`config.mk`:
```
export PLATFORM = sky130hd
export DESIGN_NAME = pipe_stage_skid
export DESIGN_NICKNAME = d
export VERILOG_FILES = /design/src/rtl/pipe_pkg.sv /design/src/rtl/pipe_sat_cnt.sv /design/src/rtl/pipe_stage_skid.sv
export SDC_FILE = /design/constraint.sdc
export NUM_CORES = 1
export LEC_CHECK = 0
export ABC_AREA = 0
export CAP_MARGIN = 0
export CELL_PAD_IN_SITES_DETAIL_PLACEMENT = 0
export CELL_PAD_IN_SITES_GLOBAL_PLACEMENT = 1
export CORE_ASPECT_RATIO = 2
export CORE_MARGIN = 2
export CORE_UTILIZATION = 39
export DETAILED_ROUTE_END_ITERATION = 8
export GPL_TIMING_DRIVEN = 0
export PLACE_DENSITY = 0.91
export SKIP_CTS_REPAIR_TIMING = 1
export SYNTH_ARGS = -nofsm -noshare
export SYNTH_HDL_FRONTEND = slang
export SYNTH_SLANG_ARGS = --single-unit
```
`constraint.sdc`:
```
create_clock -name clk -period 2.3 [get_ports clk]
set_clock_uncertainty 0.1 [all_clocks]
set_input_delay 0.23 -clock clk [delete_from_list [all_inputs] [get_ports clk]]
set_output_delay 0.23 -clock clk [all_outputs]
set_load 0.005 [all_outputs]
```
`src/rtl/pipe_pkg.sv`:
```
// Shared types and default constants for the skid-buffered pipeline stage.
package pipe_pkg;

  typedef enum logic [1:0] {
    EMPTY = 2'd0,
    ONE   = 2'd1,
    TWO   = 2'd2
  } state_t;

  localparam logic [31:0] DEF_RESET_PC   = 32'h0000_3000;
  localparam logic [31:0] DEF_HANDLER_PC = 32'h0000_4180;
  localparam int          DEF_EXC_W      = 5;

endpackage

```
`src/rtl/pipe_sat_cnt.sv`:
```
// Saturating up-counter; sticks at all-ones instead of wrapping.
module pipe_sat_cnt #(
  parameter int W = 16
) (
  input  logic         clk,
  input  logic         reset,
  input  logic         inc,
  output logic [W-1:0] cnt
);

  always_ff @(posedge clk or negedge reset) begin
    if (!reset) begin
      cnt <= '0;
    end else if (inc && (cnt != {W{1'b1}})) begin
      cnt <= cnt + 1'b1;
    end
  end

endmodule

```
`src/rtl/pipe_stage_skid.sv`:
```
// Two-entry (head + skid) pipeline stage with bubble insertion, exception flush
// and a saturating stall counter; in_ready is registered to cut the ready path.
module pipe_stage_skid
  import pipe_pkg::*;
#(
  parameter int              PAYLOAD_W  = 64,
  parameter int              PC_W       = 32,
  parameter int              EXC_W      = DEF_EXC_W,
  parameter int              CNT_W      = 16,
  parameter logic [PC_W-1:0] RESET_PC   = PC_W'(DEF_RESET_PC),
  parameter logic [PC_W-1:0] HANDLER_PC = PC_W'(DEF_HANDLER_PC)
) (
  input  logic                 clk,
  input  logic                 reset,
  input  logic                 in_valid,
  output logic                 in_ready,
  input  logic [PC_W-1:0]      in_pc,
  input  logic                 in_bd,
  input  logic [EXC_W-1:0]     in_exc,
  input  logic [PAYLOAD_W-1:0] in_payload,
  input  logic                 bubble,
  input  logic                 req,
  output logic                 out_valid,
  input  logic                 out_ready,
  output logic [PC_W-1:0]      out_pc,
  output logic                 out_bd,
  output logic [EXC_W-1:0]     out_exc,
  output logic [PAYLOAD_W-1:0] out_payload,
  output logic                 out_is_bubble,
  output logic [1:0]           count,
  output logic [CNT_W-1:0]     stall_cnt
);

  typedef struct packed {
    logic [PC_W-1:0]      pc;
    logic                 bd;
    logic [EXC_W-1:0]     exc;
    logic                 is_bubble;
    logic [PAYLOAD_W-1:0] payload;
  } entry_t;

  localparam int TAIL_W = 1 + EXC_W + 1 + PAYLOAD_W;
  localparam entry_t RESET_ENTRY   = {RESET_PC, {TAIL_W{1'b0}}};
  localparam entry_t HANDLER_ENTRY = {HANDLER_PC, {TAIL_W{1'b0}}};

  state_t state_reg, state_next;
  entry_t head_reg, head_next;
  entry_t skid_reg, skid_next;
  entry_t in_entry, idle_entry;
  logic   in_ready_reg;
  logic   push, pop;

  assign push = in_valid & in_ready_reg;
  assign pop  = (state_reg != EMPTY) & out_ready;

  always_comb begin
    in_entry.pc        = in_pc;
    in_entry.bd        = in_bd;
    in_entry.exc       = in_exc;
    in_entry.is_bubble = bubble;
    in_entry.payload   = bubble ? '0 : in_payload;
  end

  // An empty stage keeps showing the last head PC with all other fields cleared.
  assign idle_entry = {head_reg.pc, {TAIL_W{1'b0}}};

  always_comb begin
    state_next = state_reg;
    head_next  = head_reg;
    skid_next  = skid_reg;
    if (req) begin
      state_next = EMPTY;
      head_next  = HANDLER_ENTRY;
    end else begin
      case (state_reg)
        EMPTY: begin
          if (push) begin
            head_next  = in_entry;
            state_next = ONE;
          end
        end
        ONE: begin
          if (push && pop) begin
            head_next = in_entry;
          end else if (pop) begin
            head_next  = idle_entry;
            state_next = EMPTY;
          end else if (push) begin
            skid_next  = in_entry;
            state_next = TWO;
          end
        end
        TWO: begin
          if (pop) begin
            head_next  = skid_reg;
            state_next = ONE;
          end
        end
        default: begin
          state_next = EMPTY;
          head_next  = RESET_ENTRY;
        end
      endcase
    end
  end

  always_ff @(posedge clk or negedge reset) begin
    if (!reset) begin
      state_reg    <= EMPTY;
      head_reg     <= RESET_ENTRY;
      skid_reg     <= '0;
      in_ready_reg <= 1'b1;
    end else begin
      state_reg    <= state_next;
      head_reg     <= head_next;
      skid_reg     <= skid_next;
      in_ready_reg <= (state_next != TWO);
    end
  end

  assign in_ready      = in_ready_reg;
  assign out_valid     = (state_reg != EMPTY);
  assign out_pc        = head_reg.pc;
  assign out_bd        = head_reg.bd;
  assign out_exc       = head_reg.exc;
  assign out_payload   = head_reg.payload;
  assign out_is_bubble = head_reg.is_bubble;
  assign count         = state_reg;

  pipe_sat_cnt #(.W(CNT_W)) u_stall_cnt (
    .clk   (clk),
    .reset (reset),
    .inc   (out_valid & ~out_ready),
    .cnt   (stall_cnt)
  );

endmodule

```
======== Word-level counts from Yosys, hierarchy flattened ========
Cells that the tools add are included.
storage, ports and cells
  bits in registers ....................... 225
  bits of input ports ..................... 108
  logic and storage cells ................. 50
cells by class
  $add $sub $neg .......................... 1
  equality and inequality tests ........... 8
  muxes and demuxes ....................... 14
  bitwise operators ....................... 7
  reduce and logical (&&, ||, !) cells .... 7
operator list
  cell                                            number
  2-to-1 mux 103 bit                              4
  case mux 103 bit (3 select lines)               1
  2-to-1 mux 71 bit                               1
  2-to-1 mux 64 bit                               1
  adder 16 x 1 -> 16 bit (second input constant)  1
  != test 16 bit (second input constant)          1
  2-to-1 mux 2 bit                                6
  != test 3 bit (second input constant)           3
  case mux 2 bit (3 select lines)                 1
  AND reduction 3 bit                             2
  AND reduction 5 bit                             1
  != test 4 bit (second input constant)           1
  inverter 1 bit                                  4
  AND 1 bit                                       3
  == test 2 x 1 -> 1 bit (second input constant)  1
  == test 2 bit (second input constant)           1
  logical AND 1 bit                               2
  logical NOT 2 bit                               1
  != test 2 bit (second input constant)           1
  nonzero test 2 bit                              1

======== Logic depth before layout (Yosys ltp) ========
Gate-level depths: netlist (run 1).
  word-level depth ........................ 7
  mapped depth ............................ 7

======== Hierarchy ========
From an unflattened synthesis (run 1), not the netlist that was laid out.
second synthesis, totals
  cell total of the unflattened synthesis .. 895
  area, all modules ....................... 9841.9 um^2
by module, submodules not included
  module           instances  cells each  area an instance (um^2)  sequential area each (um^2)
  pipe_stage_skid  1          823         8982.4                   5233.8
  pipe_sat_cnt     1          72          859.6                    400.4

======== Worst setup path before layout (run 1) ========
Ideal clock, no wire load.
  path kind ............................... reg2reg
  start point ............................. register in_ready_reg, in the netlist in_ready
  end point ............................... register skid_reg[100] (netlist name)
  library setup time ...................... 0.125 ns
  arrival ................................. 1.780 ns
  data required time ...................... 2.075 ns
  slack ................................... 0.295 ns
  stages on the path, launching flop included .. 7
  buffers on the path ..................... 3
  clock period less this slack ............ 2.005 ns
  cells stage by stage .................... dfstp_2 > nand2_2 > or4_4 > buf_6 > buf_6 > buf_6 > mux2_4
between the ends
  cells in the longest elaborated chain, start to end .. 4
RTL lines
  item                               line                    RTL
  start: declaration                 pipe_stage_skid.sv:50   logic in_ready_reg;
  start signal: assignment           pipe_stage_skid.sv:117  in_ready_reg <= (state_next != TWO);
  AND 1 bit (*)                      pipe_stage_skid.sv:53   assign push = in_valid & in_ready_reg;
  logical AND 1 bit                  pipe_stage_skid.sv:83   if (push && pop) begin
  inverter 1 bit (no line)           -
  AND reduction 5 bit (no line) (*)  -
  end signal: assignment             pipe_stage_skid.sv:116  skid_reg <= skid_next;
  end: declaration                   pipe_stage_skid.sv:48   entry_t skid_reg, skid_next;
Every way passes the cells marked *; elsewhere a longest branch is shown, timed or not.
A chain may end at the register's enable or synchronous reset.

======== Worst setup path in the final report (run 1) ========
  start point ............................. register state_reg[0], in the netlist count[0]
  end point ............................... register head_reg, in the netlist out_payload[32]
between the ends
  cells in the longest elaborated chain, start to end .. 6
RTL lines
  item                               line                    RTL
  start: declaration                 pipe_stage_skid.sv:46   state_t state_reg, state_next;
  start signal: assignment           pipe_stage_skid.sv:114  state_reg <= state_next;
  nonzero test 2 bit                 pipe_stage_skid.sv:54   assign pop = (state_reg != EMPTY) & out_ready;
  AND 1 bit                          pipe_stage_skid.sv:54
  logical AND 1 bit                  pipe_stage_skid.sv:83
  2-to-1 mux 103 bit                 pipe_stage_skid.sv:83
  case mux 103 bit (3 select lines)  pipe_stage_skid.sv:75   case (state_reg)
  2-to-1 mux 103 bit                 pipe_stage_skid.sv:71   if (req) begin
  end signal: assignment             pipe_stage_skid.sv:115  head_reg <= head_next;
  end: declaration                   pipe_stage_skid.sv:47   entry_t head_reg, head_next;
Parallel ways exist; a longest one is shown, timed or not. The select of a mux whose other input is x is not followed.

==> results of run 1 <==
power by group through the flow:
stage	Combinational [W]	Sequential, W	Clock [W]
after global routing	0.00190	0.00497	0.00401
after global placement	0.00166	0.00495	0
final	0.00172	0.00491	0.00381
after floorplan	0.000825	0.00489	0
after CTS	0.00172	0.00490	0.00388
after detailed placement	0.00171	0.00497	0
critical path, cell delays in order (launching register included):
cell and delay, ns:
dfrtp_1 0.40, buf_2 0.20, nand2b_1 0.18, a21o_1 0.24, a21oi_4 0.35, clkbuf_1 0.45
o2bb2ai_1 0.17
logic make-up after synthesis:
kind of cell | synth area share
AO/OA/AOI/OAI | 0.225
flip-flops | 0.587
AND/OR/NAND/NOR | 0.0823
buffers and inverters | 0.0368
multiplexers | 0.0544
XOR/XNOR | 0.0128
adder cells (fa/ha/maj) | 0.00130
final cells by class:
type,count,share of cell area
antenna,1,0.000191
buffer,79,0.0291
clock buffer,25,0.0435
clock inverter,12,0.0129
inverter,3,0.000859
multi-input combinational,520,0.277
sequential,225,0.430
tap,290,0.0277
timing repair buffer,232,0.179
cells in the mapped netlist, types with 3 or more instances:
| cell | number | area [um2] |
|---|---|---|
| o21ai_0 | 66 | 330 |
| clkbuf_1 | 60 | 225 |
| nor2_1 | 4 | 15.0 |
| a21oi_1 | 5 | 25.0 |
| buf_6 | 3 | 33.8 |
| xor2_1 | 14 | 123 |
| a32oi_1 | 64 | 561 |
| nand2b_1 | 3 | 18.8 |
| a221o_1 | 3 | 30.0 |
| inv_1 | 3 | 11.3 |
| a22oi_1 | 34 | 255 |
| nand3_1 | 4 | 20.0 |
| nand4_1 | 7 | 43.8 |
| dfrtp_1 | 222 | 5560 |
| o2bb2ai_1 | 100 | 876 |
| mux2_4 | 10 | 150 |
| buf_2 | 15 | 75.1 |
| nand2_1 | 136 | 510 |
| nor4_1 | 3 | 18.8 |
| a21o_1 | 3 | 22.5 |
| nor3_1 | 10 | 50.1 |
| dfstp_2 | 3 | 78.8 |
| mux2_2 | 33 | 372 |
stage by stage:
stage / cells / area (um2) / hold slack, ns
after detailed placement: 1349 / 12300 / 0.238
final: 1387 / 13100 / 0.222
after floorplan: 828 / 9590 / -0.166
after global placement: 1348 / 12300 / 0.363
after global routing: 1387 / 13100 / 0.245
after CTS: 1386 / 13000 / -0.304
layer usage:
layer / vias to the layer above / part of all wire / track usage / wire [um]
met3: 67 / 0.050 / 0.0327 / 1480
met1: 4037 / 0.36 / 0.251 / 10600
met2: 299 / 0.55 / 0.419 / 16200
li1: 3603 / - / - / -
met5: - / 0 / 0 / 0
met4: 0 / 0.046 / 0.108 / 1350
final timing paths:
check                                                      end  slack, ns  depth (start not counted)
min in group asynchronous       u_stall_cnt.cnt[0]$_DFFE_PN0P_       0.24                          2
worst max register to register     out_payload[32]$_DFFE_PN0P_       0.11                          6
worst min register to register         skid_reg[8]$_DFFE_PN0P_       0.38                          2
max in group asynchronous               out_pc[16]$_DFFE_PN0P_       0.69                          3
worst min-delay path                  skid_reg[61]$_DFFE_PN0P_       0.22                          3
worst max-delay path               out_payload[32]$_DFFE_PN0P_       0.11                          6
layout by cell type, fill, tap and decap left out, types with 5 or more instances in the layout:
| cell type | Yosys | layout |
|---|---|---|
| a22oi_1 | 34 | 34 |
| a32oi_1 | 64 | 64 |
| buf_2 | 15 | 12 |
| clkbuf_1 | 60 | 31 |
| clkbuf_16 | 0 | 21 |
| clkbuf_2 | 0 | 29 |
| clkdlybuf4s50_1 | 0 | 229 |
| clkinv_2 | 0 | 5 |
| dfrtp_1 | 222 | 222 |
| mux2_2 | 33 | 33 |
| mux2_4 | 10 | 10 |
| nand2_1 | 136 | 136 |
| nand4_1 | 7 | 7 |
| nor3_1 | 10 | 10 |
| o21ai_0 | 66 | 66 |
| o2bb2ai_1 | 100 | 100 |
| xor2_1 | 14 | 14 |
==> flow_summary.yaml, run 1 <==
layout:
  final-seq-area_um2: 5630
  final_util: 0.539
  fillers: 2110
  multi_input_area_um2: 3630
  syn_to_final_growth_pct: 36.6
  nets: 1191
  drive_above_1_share: 0.128
  largest_register_ffs: 103
timing:
  fin_crit_sh: 0.953
  timing.slew.headroom: 0.462
  tns_ns: 0
  timing.fmax_mhz: 456
  fin_crit_ns: 2.19
  slew_viol_final: 0
  setup_violations: 0
  finalHoldViolations: 0
  setup_ws_ns: 0.108
  grt_setup_unrepaired: "true"
  tightest_slew_ns: 0.807
die:
  die_w_um: 115
  die_area_um2: 25900
  num_io_pins: 231
  coreArea_um2: 24300
  die_h_um: 226
  initial_core_util: 0.394
  row_count: 81
min_path:
  hold_path.class: "input port to flip-flop"
  hold_start: "in_payload[61]"
setup_path:
  crit_fanout: 10
  endpoint_kind: "flip-flop"
  required_ns: 2.63
  r2r-start: "count[0]$_DFF_PN0_"
  startpoint: "count[0]$_DFF_PN0_"
  cp-start-kind: "flip-flop"
  crit_type: "flip-flop to flip-flop"
  cp_data_arrival_time_ns: 2.52
placement:
  dp_hpwl_um: 21300
  pre_cts_ws_ns: -0.527
  port_buffers: 230
  gp_congestion: 0.810
run:
  cap_violations: 0
drt:
  num_vias: 8006
  first_iter_violations: 459
  viasPerCell: 5.77
  ant_nets: 0
  wirelength_um: 29600
  first_pass_iters: 5
  drc: 0
  wl_per_cell_um: 21.3
logic_synthesis:
  yosysSeqAreaShare: 0.587
  synth_seq_cells: 225
  synth_nets: 937
  ys_types: 41
  syn_area_um2: 9590
  syn_area_per_cell_um2: 11.6
  yosysWarnings: 0
  synth_flop_cell: "dfrtp_1"
  netlist_instances: 828
  synth_edf_count: 0
  async_flop_share: 1.00
cts:
  cts_tree: "done"
  clk_latency_ns: 0.51
  cts.clk_slew.worst_paths_ns: 0.07
  cts-root-buf: "clkbuf_16"
  cts_buffers: 21
  cts_max_level: 1
  cts.sinks: 225
  max-clock-path-buffers: 3
global_route:
  grt_max_degree: 122
  antenna_found_initial: 1
  grt_pass1_wl_um: 46100
  grtUsageTotal: 0.227
  grt_pass1_vias: 8338
  grt-ovfl-total: 0
power:
  clockPowerShare: 0.365
  pwr-share-seq: 0.470
  switching_power_w: 0.00275
  p_per_area_nw_per_um2: 797
  p_leak_nw: 5.59
  internal_power_w: 0.00769
  power_w: 0.0104
  share_comb_of_total_power: 0.164
  p_sw_frac: 0.263
  ir_drop_uv: 572
outcome:
  status: "finished, final reports clean"
Power figures use the tool's default switching activity.
==> inputs of run 2 (changes only) <==
MAX_ROUTING_LAYER = met4   (was unset)
==> run 2 against run 1 <==
  * Sequential power is essentially flat
  * Cell area hardly changed
  * Combinational power is essentially flat
  * Fmax rose by 0.48%
  * Critical path type unchanged
  * Critical endpoint unchanged
==> flow_summary.yaml, run 2 (same netlist as run 1, synthesis figures left out) <==
timing:
  timing.fmax_mhz: 458
  setup_violations: 0
  fin_crit_ns: 2.18
  tightest_slew_ns: 0.838
  fin_crit_sh: 0.949
  slew_viol_final: 0
  holdWs_ns: 0.208
  finalHoldViolations: 0
  setup_ws_ns: 0.118
  grt_setup_unrepaired: "true"
  timing.slew.headroom: 0.441
layout:
  fillers: 2111
  layout_commonest_cell: "clkdlybuf4s50_1"
  stdcell_count: 1387
  drive_above_1_share: 0.126
  syn_to_final_growth_pct: 36.5
  largest_register_ffs: 103
  multi_input_area_um2: 3630
  final_util: 0.539
  most-common-layout-cells: "clkdlybuf4s50_1 (229), dfrtp_1 (222), nand2_1 (136)"
  final-seq-area_um2: 5630
  nets: 1191
drt:
  drc: 0
  first_pass_iters: 5
  wl_per_cell_um: 21.4
  wirelength_um: 29600
  ant_nets: 0
  first_iter_violations: 467
  viasPerCell: 5.75
  num_vias: 7976
global_route:
  grtUsageTotal: 0.233
  grt_max_degree: 122
  grt_pass1_vias: 8390
  grt_pass1_wl_um: 45800
  grt-ovfl-total: 0
  antenna_found_initial: 1
setup_path:
  cp_top_family: "compound AO/OA/AOI/OAI gates"
  cp_data_arrival_time_ns: 2.51
  path_buf_inv: 2
  cp-start-kind: "flip-flop"
  required_ns: 2.63
  crit_type: "flip-flop to flip-flop"
  crit_slowest_cell: "clkbuf_1"
  crit_chain: "buf_2, nand2b_1, a21o_1, a21oi_4, clkbuf_1, o2bb2ai_1"
  crit_fanout: 10
  max_stage_delay_ns: 0.45
  endpoint_kind: "flip-flop"
cts:
  cts_max_level: 1
  clk_latency_ns: 0.51
  cts-root-buf: "clkbuf_16"
  cts.sinks: 225
  cts.clk_slew.worst_paths_ns: 0.07
  max-clock-path-buffers: 3
  cts_tree: "done"
  cts_buffers: 21
outcome:
  status: "finished, final reports clean"
placement:
  pre_cts_ws_ns: -0.527
  dp.cells: 1349
  dp_hpwl_um: 21300
  port_buffers: 230
  gp_congestion: 0.822
die:
  coreArea_um2: 24300
  num_io_pins: 231
  die_h_um: 226
  row_count: 81
  die_area_um2: 25900
  die_w_um: 115
  initial_core_util: 0.394
power:
  ir_drop_uv: 570
  p_per_area_nw_per_um2: 796
  p_leak_nw: 5.58
min_path:
  hold_path.class: "input port to asynchronous set/reset pin"
run:
  cap_violations: 0
[run 2: layer usage]
metal	GRT usage	share of wire	vias to the layer above
met5	-	0	-
met4	0.108	0.048	0
met3	0.0282	0.041	69
met2	0.420	0.54	257
met1	0.252	0.37	4045
li1	-	-	3605
[run 2: final timing paths]
path,end,cells after the start,from,slack (ns)
min reg2reg,skid_reg[54]$_DFFE_PN0P_,2,skid_reg[54]$_DFFE_PN0P_,0.38
max in group asynchronous,out_pc[17]$_DFFE_PN0P_,3,reset,0.74
max reg2reg,out_payload[32]$_DFFE_PN0P_,6,count[0]$_DFF_PN0_,0.12
max,out_payload[32]$_DFFE_PN0P_,6,count[0]$_DFF_PN0_,0.12
min,u_stall_cnt.cnt[0]$_DFFE_PN0P_,2,reset,0.21
min in group clk,skid_reg[62]$_DFFE_PN0P_,3,in_payload[62],0.22
[run 2: worst reg2reg max path: cells and delay by family (launching register included)]
family | cells | cell delay [ns]
AO/OA/AOI/OAI | 3 | 0.77
buffers and inverters | 2 | 0.66
flip-flops | 1 | 0.40
AND/OR/NAND/NOR | 1 | 0.18
[run 2: final cells by class]
type / count / area share
diodes: 1 / 0.000191
multi-input cells: 520 / 0.277
well taps: 290 / 0.0277
inverters: 3 / 0.000860
plain buffers: 79 / 0.0289
clock buffers: 25 / 0.0436
repair buffers: 232 / 0.179
flip-flops and latches: 225 / 0.430
clock inverters: 12 / 0.0129
[run 2: power breakdown]
group	internal [W]	switching, W
combinational	0.000916	0.000802
sequential	0.00454	0.000367
clock	0.00223	0.00158
total	0.00769	0.00275
[run 2: through the flow]
step | setup TNS, ns | power [W] | instance area, um2
3_5_place_dp | -33.65 | 0.00668 | 12300
5_1_grt | -0.0194 | 0.0109 | 13100
6_report | 0 | 0.0104 | 13100
4_1_cts | -17.46 | 0.0105 | 13000
3_3_place_gp | -1908.99 | 0.00661 | 12300
2_1_floorplan | 0 | 0.00572 | 9590
==> inputs of run 3 (changes only) <==
CORE_UTILIZATION = 40   (was 39)
PLACE_DENSITY = 0.93   (was 0.91)
clock period = 2.65 ns   (was 2.3 ns; I/O delays follow)
==> run 3 against run 2 <==
  * Cell area down 0.73%
  * Sequential cell count did not move
  * Critical path type unchanged
  * Final cell count fell by 0.14%
  * Highest routed layer unchanged
  * Largest cell class unchanged
  * Critical endpoint is now out_payload[41]$_DFFE_PN0P_
==> flow_summary.yaml, run 3 (same netlist as run 1, synthesis figures left out) <==
outcome:
  status: "finished, final reports clean"
cts:
  cts_buffers: 21
  cts.sinks: 225
  cts_tree: "done"
  clk_latency_ns: 0.51
  cts_max_level: 1
  cts.clk_slew.worst_paths_ns: 0.07
  cts-root-buf: "clkbuf_16"
  max-clock-path-buffers: 3
timing:
  setup_ws_ns: 0.237
  grt_setup_unrepaired: "false"
  tightest_slew_ns: 0.831
  finalHoldViolations: 0
  holdWs_ns: 0.254
  slew_viol_final: 0
  timing.slew.headroom: 0.446
  setup_violations: 0
  timing.fmax_mhz: 415
  fin_crit_sh: 0.910
  fin_crit_ns: 2.41
run:
  cap_violations: 0
drt:
  wirelength_um: 29300
  viasPerCell: 5.78
  first_iter_violations: 562
  ant_nets: 0
  first_pass_iters: 5
  wl_per_cell_um: 21.1
  num_vias: 7999
  drc: 0
die:
  die_area_um2: 25300
  coreArea_um2: 23700
  num_io_pins: 231
  die_h_um: 223
  initial_core_util: 0.404
  die_w_um: 114
  row_count: 80
power:
  switching_power_w: 0.00234
  share_comb_of_total_power: 0.167
  internal_power_w: 0.00652
  p_per_area_nw_per_um2: 682
  p_sw_frac: 0.264
  p_leak_nw: 5.49
  power_w: 0.00887
  clockPowerShare: 0.351
  ir_drop_uv: 484
  pwr-share-seq: 0.481
layout:
  stdcell_count: 1385
  syn_to_final_growth_pct: 35.6
  fillers: 2048
  largest_register_ffs: 103
  layout_commonest_cell: "clkdlybuf4s50_1"
  most-common-layout-cells: "clkdlybuf4s50_1 (229), dfrtp_1 (222), nand2_1 (136)"
  nets: 1192
  stdcell_area_um2: 13000
  drive_above_1_share: 0.101
global_route:
  grtUsageTotal: 0.237
  grt_pass1_wl_um: 45800
  grt_max_degree: 117
  grt_pass1_vias: 8438
  grt-ovfl-total: 0
  antenna_found_initial: 1
placement:
  gp_congestion: 0.859
  pre_cts_ws_ns: -0.196
  dp.cells: 1346
  place_area_um2: 12300
  dp_hpwl_um: 21400
  port_buffers: 230
setup_path:
  cp-start-kind: "flip-flop"
  cp_data_arrival_time_ns: 2.75
  endpoint_kind: "flip-flop"
  required_ns: 2.98
  crit_fanout: 10
  crit_type: "flip-flop to flip-flop"
min_path:
  hold_path.class: "input port to flip-flop"
-- run 3: final timing paths --
path,startpoint,endpoint,slack [ns],depth (start not counted)
worst max-delay path,count[1]$_DFF_PN0_,out_payload[41]$_DFFE_PN0P_,0.24,6
worst min register to register,skid_reg[0]$_DFFE_PN0P_,skid_reg[0]$_DFFE_PN0P_,0.38,2
min in group asynchronous,reset,out_payload[56]$_DFFE_PN0P_,0.31,2
worst min-delay path,in_payload[61],skid_reg[61]$_DFFE_PN0P_,0.25,3
max in group asynchronous,reset,out_pc[27]$_DFFE_PN0P_,1.07,3
worst max register to register,count[1]$_DFF_PN0_,out_payload[41]$_DFFE_PN0P_,0.24,6
-- run 3: worst max-delay path, cell delays in order, from the launching register on --
cell and delay [ns]:
dfrtp_1 0.36, buf_2 0.22, nor2b_1 0.33, clkbuf_1 0.54
clkbuf_1 0.43, a32oi_1 0.17, o2bb2ai_1 0.18
-- run 3: per-stage QoR --
step	setup TNS [ns]	utilization
after global placement	-1820.83	0.517
after detailed placement	-2.43	0.518
final	0	0.548
after floorplan	0	-
after CTS	-0.156	0.548
after global routing	0	0.548
-- run 3: final cells by class --
cell class	instances	area [um2]	area share
Inverter	3	11.3	0.000866
Clock buffer	28	602	0.0463
Timing Repair Buffer	232	2340	0.180
Multi-Input combinational cell	520	3610	0.277
Buffer	80	344	0.0265
Sequential cell	225	5630	0.433
Tap cell	287	359	0.0276
Antenna cell	1	2.50	0.000192
Clock inverter	9	100	0.00770
-- run 3: power groups by stage --
stage / Clock, W / Combinational (W) / Sequential (W)
2_1_floorplan: 0 / 0.000716 / 0.00425
3_3_place_gp: 0 / 0.00144 / 0.00430
3_5_place_dp: 0 / 0.00149 / 0.00432
4_1_cts: 0.00317 / 0.00150 / 0.00426
5_1_grt: 0.00329 / 0.00164 / 0.00432
6_report: 0.00311 / 0.00148 / 0.00427
-- run 3: metal layers --
metal / global-route usage / up-vias / wire (um)
li1: - / 3595 / -
met1: 0.256 / 4037 / 10700
met2: 0.433 / 298 / 16200
met3: 0.0253 / 69 / 1210
met4: 0.0995 / 0 / 1160
met5: - / - / 0
